===== config.mk =====
export PLATFORM = sky130hd
export DESIGN_NAME = gray_codec
export DESIGN_NICKNAME = d
export VERILOG_FILES = /design/src/rtl/gray_codec_pkg.sv /design/src/rtl/gray2bin_w.sv /design/src/rtl/gray_codec.sv
export SDC_FILE = /design/constraint.sdc
export NUM_CORES = 1
export LEC_CHECK = 0
export CAP_MARGIN = 20
export CORE_AREA = 2 2 45 47
export CTS_CLUSTER_DIAMETER = 200
export DETAILED_ROUTE_END_ITERATION = 8
export DIE_AREA = 0 0 47 49
export PLACE_DENSITY_LB_ADDON = 0.08
export RECOVER_POWER = 100
export SLEW_MARGIN = 0
export SYNTH_ARGS = -nofsm -noshare
export SYNTH_HDL_FRONTEND = slang
export SYNTH_SLANG_ARGS = --single-unit

===== constraint.sdc =====
create_clock -name clk -period 2.4 [get_ports clk]
set_clock_uncertainty 0.05 [all_clocks]
set_input_delay 0.48 -clock clk [delete_from_list [all_inputs] [get_ports clk]]
set_output_delay 0.48 -clock clk [all_outputs]
set_load 0.1 [all_outputs]

===== src/rtl/gray_codec_pkg.sv =====
// Shared definitions for the gray code converter/counter pipeline.
package gray_codec_pkg;

    typedef enum logic [1:0] {
        MODE_B2G = 2'b00,
        MODE_G2B = 2'b01,
        MODE_INC = 2'b10,
        MODE_DEC = 2'b11
    } mode_t;

endpackage


===== src/rtl/gray2bin_w.sv =====
// Combinational W-bit gray-to-binary converter (prefix XOR from the MSB down).
module gray2bin_w #(
    parameter int W = 4
) (
    input  logic [W-1:0] g,
    output logic [W-1:0] b
);

    always_comb begin
        b = g;
        for (int unsigned k = 1; k < W; k++) begin
            b[W-1-k] = b[W-k] ^ g[W-1-k];
        end
    end

endmodule


===== src/rtl/gray_codec.sv =====
// Two-stage valid/ready pipeline: gray<->binary conversion and gray +/-1 stepping.
module gray_codec
    import gray_codec_pkg::*;
#(
    parameter int W = 4
) (
    input  logic         clk,
    input  logic         rst,
    input  logic         in_valid,
    output logic         in_ready,
    input  logic [1:0]   in_mode,
    input  logic [W-1:0] in_data,
    output logic         out_valid,
    input  logic         out_ready,
    output logic [W-1:0] out_data,
    output logic         out_wrap
);

    logic         s1_valid;
    mode_t        s1_mode;
    logic [W-1:0] s1_bin;

    logic         s2_valid;
    logic [W-1:0] s2_data;
    logic         s2_wrap;

    logic [W-1:0] in_bin;
    logic [W-1:0] step;
    logic [W-1:0] result;
    logic         wrap;
    logic         s1_adv;
    logic         s2_adv;

    gray2bin_w #(.W(W)) u_gray2bin (
        .g (in_data),
        .b (in_bin)
    );

    assign s2_adv   = !s2_valid || out_ready;
    assign s1_adv   = !s1_valid || s2_adv;
    assign in_ready = s1_adv;

    // S1 carries the operand already in binary so S2 only needs the +/-1 and re-encode.
    always_ff @(posedge clk or posedge rst) begin
        if (rst) begin
            s1_valid <= 1'b0;
            s1_mode  <= MODE_B2G;
            s1_bin   <= '0;
        end else if (s1_adv) begin
            s1_valid <= in_valid;
            if (in_valid) begin
                s1_mode <= mode_t'(in_mode);
                s1_bin  <= (mode_t'(in_mode) == MODE_B2G) ? in_data : in_bin;
            end
        end
    end

    always_comb begin
        step   = '0;
        result = '0;
        wrap   = 1'b0;
        case (s1_mode)
            MODE_B2G: result = s1_bin ^ (s1_bin >> 1);
            MODE_G2B: result = s1_bin;
            MODE_INC: begin
                step   = s1_bin + W'(1);
                result = step ^ (step >> 1);
                wrap   = &s1_bin;
            end
            MODE_DEC: begin
                step   = s1_bin - W'(1);
                result = step ^ (step >> 1);
                wrap   = ~|s1_bin;
            end
            default: result = '0;
        endcase
    end

    always_ff @(posedge clk or posedge rst) begin
        if (rst) begin
            s2_valid <= 1'b0;
            s2_data  <= '0;
            s2_wrap  <= 1'b0;
        end else if (s2_adv) begin
            s2_valid <= s1_valid;
            if (s1_valid) begin
                s2_data <= result;
                s2_wrap <= wrap;
            end
        end
    end

    assign out_valid = s2_valid;
    assign out_data  = s2_data;
    assign out_wrap  = s2_wrap;

endmodule


==> run_results.csv <==
group,metric,value,unit
global_route,grt_pass1_wl,2900,um
critical_path,setup.worst_path.class,"input port to primary output",
critical_path,cp.buffers_inverters,2,
drt,drt_iter0_drc,5,
placed_design,routability_cong,0.742,
status,outcome,"complete, no violations",
floorplan,die-width,47,um
cts,cts-resized-gates,0,
synth,ys_types,29,
pwr,vdd_ir_drop_max,0.461,mV
drt,ant_nets,0,
timing,timing.setup.tns,0,ps
critical_path,crit_chain,"dlygate4sd3_1 > nand3b_1 > buf_2",
global_route,globalRouteTotalUtil,0.167,
drt,vias_per_cell,5.19,
cts,cts-hold-fix-buffers,0,
critical_path,setup.reg_to_reg.worst_slack,510,ps
synth,postSynthRegisterBits,13,
global_route,grt_pass1_vias,663,
flow_run,max-cap-violations,0,
placed_design,estimated_wirelength_of_the_detail_placed_design,1250,um
critical_path,cp_data_arrival_time,1600,ps
critical_path,critPathRequiredTime,1870,ps
synth,yosysSeqAreaShare,0.370,
drt,detail_route.drc_violations,0,
cells_and_area,final_area,1050,um2
cts,clock_tree_sinks,13,
cts,clock_tree.htree_level_count,1,
synth,post_synth.cell_area_avg,10.1,um2
cts,tritoncts,"built",
critical_path,worstRegToRegCells,6,
timing,grt_setup_unrepaired,"no",
floorplan,start_util,0.478,
global_route,grt_start_max_net_pins,14,
timing,worst_slew_slack_as_a_fraction_of_its_limit,0.226,
cts,clock-root-buffer,"sky130_fd_sc_hd__clkbuf_4",
timing,final-setup-viol-count,0,
cells_and_area,syn_to_final_growth,19.1,%
timing,drv_slew,0,
pwr,power,0.955,mW
cts,clkLatencyLatePin,270,ps
cells_and_area,mostFrequentLayoutCell,"sky130_fd_sc_hd__dfrtp_1",
critical_path,critPathCaptureType,"primary output",
timing,max_clock_freq,470,MHz
drt,total_wirelength_of_the_detailed_routed_design,1510,um
critical_path,crit_path_top_delay_cell,"sky130_fd_sc_hd__dlygate4sd3_1",
timing,report.final.hold_viol_count,0,
drt,first_pass_detailed_route_iteration_total,4,
hold_path,timing.hold.worst_endpoint,"out_wrap$_DFFE_PP0P_",
timing,timing.final.crit_period,2130,ps
timing,post-route-period-util,0.887,
synth,synth_fp_nets,104,
pwr,power.density,912,nW/um2
critical_path,worstReg2RegStart,"s1_bin[0]$_DFFE_PP0P_",
cells_and_area,antennaDiodeCount,0,
synth,synth_cells,87,
synth,syn_area,880,um2
critical_path,setup.worst_path.start,"out_ready",
critical_path,path_delay_family,"buffers and inverters",
floorplan,chipHeight,49,um
cells_and_area,nets,123,
drt,total_number_of_vias,685,
hold_path,beginning_of_the_worst_hold_path,"out_wrap$_DFFE_PP0P_",
floorplan,top_level_ports,17,
global_route,antenna_found_initial,0,
cells_and_area,final_layout_size_suffix_gt1_frac,0.124,
cells_and_area,final_cell_mix,"sky130_fd_sc_hd__dfrtp_1, sky130_fd_sc_hd__nand2_1, sky130_fd_sc_hd__ha_1",
placed_design,placed_area,1060,um2
floorplan,core-area,1840,um2
hold_path,holdPathStages,2,
hold_path,hold_path_class,"register to register",
cts,cts.repair_timing.setup_buffer_count,0,
cts,max-clock-path-buffers,2,
drt,wire_per_inst,11.4,um
floorplan,row_count,16,
critical_path,worst_r2r_endpoint,"out_data[1]$_DFFE_PP0P_",
pwr,p_leak,0.482,nW
cells_and_area,post_layout_nonfiller_instances,132,
global_route,grt-ovfl-total,0,
critical_path,cpPeakStageDelay,530,ps
cts,tritoncts.num_buffers,3,
placed_design,port-buffer-count,16,
critical_path,path_max_fanout,3,
placed_design,place_inst,128,
critical_path,worst_setup_path_start_kind,"input port",
synth,synth_warnings,0,
cts,cts.reportedPaths.clkPinSlew,80,ps
floorplan,floorplan.die_area,2300,um2
timing,worst_pin_slew,1170,ps
## area by class of cell
class	instances	area (um2)
timing repair buffer	16	120
sequential	13	329
fill	168	795
clock buffer	4	26.3
inverter	6	22.5
tap	27	33.8
multi-input combinational	66	515
## through the flow
| stage | worst slack, ps | utilization | hold WS, ps |
|---|---|---|---|
| global placement | 492 | 0.575 | 415 |
| floorplan | -32.9 | - | 307 |
| global route | 211 | 0.569 | 485 |
| finish | 270 | 0.569 | 430 |
| detailed placement | 495 | 0.575 | 413 |
| CTS | 488 | 0.589 | 434 |
## Yosys cell counts
library cell,number,share of area
sky130_fd_sc_hd__or3_1,2,0.014
sky130_fd_sc_hd__nand2b_1,3,0.021
sky130_fd_sc_hd__a211oi_1,2,0.017
sky130_fd_sc_hd__and2_1,2,0.014
sky130_fd_sc_hd__buf_6,1,0.013
sky130_fd_sc_hd__xnor2_2,1,0.018
sky130_fd_sc_hd__xnor2_1,4,0.040
sky130_fd_sc_hd__ha_1,7,0.10
sky130_fd_sc_hd__dfrtp_1,13,0.37
sky130_fd_sc_hd__o21ai_1,2,0.011
sky130_fd_sc_hd__and2_2,1,0.0085
sky130_fd_sc_hd__inv_1,6,0.026
sky130_fd_sc_hd__mux2_2,3,0.038
sky130_fd_sc_hd__o211ai_1,2,0.017
sky130_fd_sc_hd__o21ai_0,3,0.017
sky130_fd_sc_hd__a31oi_1,3,0.021
sky130_fd_sc_hd__a21boi_1,1,0.0085
sky130_fd_sc_hd__a21oi_1,5,0.028
sky130_fd_sc_hd__o2bb2ai_1,1,0.010
sky130_fd_sc_hd__buf_2,1,0.0057
sky130_fd_sc_hd__nand3b_1,1,0.0085
sky130_fd_sc_hd__xnor3_1,3,0.077
sky130_fd_sc_hd__nor2_1,6,0.026
sky130_fd_sc_hd__or4_1,1,0.0085
sky130_fd_sc_hd__nand2_1,7,0.030
sky130_fd_sc_hd__mux2i_1,2,0.023
sky130_fd_sc_hd__nand2_2,1,0.0071
sky130_fd_sc_hd__nand3_1,2,0.011
sky130_fd_sc_hd__a22o_1,1,0.010
## worst reg2reg max path, cell delays in order, from the launching register on
cell	delay (ps)
sky130_fd_sc_hd__dfrtp_1	470
sky130_fd_sc_hd__inv_1	90
sky130_fd_sc_hd__ha_1	360
sky130_fd_sc_hd__xnor2_1	160
sky130_fd_sc_hd__or3_1	370
sky130_fd_sc_hd__a31oi_1	180
sky130_fd_sc_hd__o21ai_0	100
## how the worst max path moves through the flow
| stage | to | slack [ps] | depth (start not counted) |
|---|---|---|---|
| after global routing | in_ready | 210 | 3 |
| after CTS | in_ready | 490 | 3 |
| after floorplan | s1_bin[3]$_DFFE_PP0P_ | -30 | 3 |
| after detailed placement | out_data[3]$_DFFE_PP0P_ | 490 | 5 |
| after global placement | in_ready | 490 | 3 |
| final | in_ready | 270 | 3 |
## routing by layer
metal | global-route usage | vias to the layer above | routed length [um]
li1 | - | 337 | -
met1 | 0.233 | 331 | 723
met2 | 0.260 | 17 | 729
met3 | 0.0444 | 0 | 57
met4 | 0.0278 | 0 | 0
met5 | 0 | - | 0
## sequential cells by signal (all words and copies together) (netlist names)
name	cells
out_data	4
s1_mode	2
out_valid	1
out_wrap	1
s1_bin	4
s1_valid	1
## logic make-up (layout without fill, tap and decap cells)
logic type      count (synthesis)  after routing  synth area share
buf+inv                         8             26            0.0441
simple gates                   26             26             0.149
flops                          13             13             0.370
fa+ha+maj                       7              7            0.0996
compound gates                 20             20             0.141
xor+xnor                        8              8             0.135
mux                             5              5            0.0612
## where the power goes
group,switching (mW),internal (mW)
sequential,0.0535,0.265
clock,0.0713,0.0643
combinational,0.341,0.160
(Power assumes the default switching activity.)
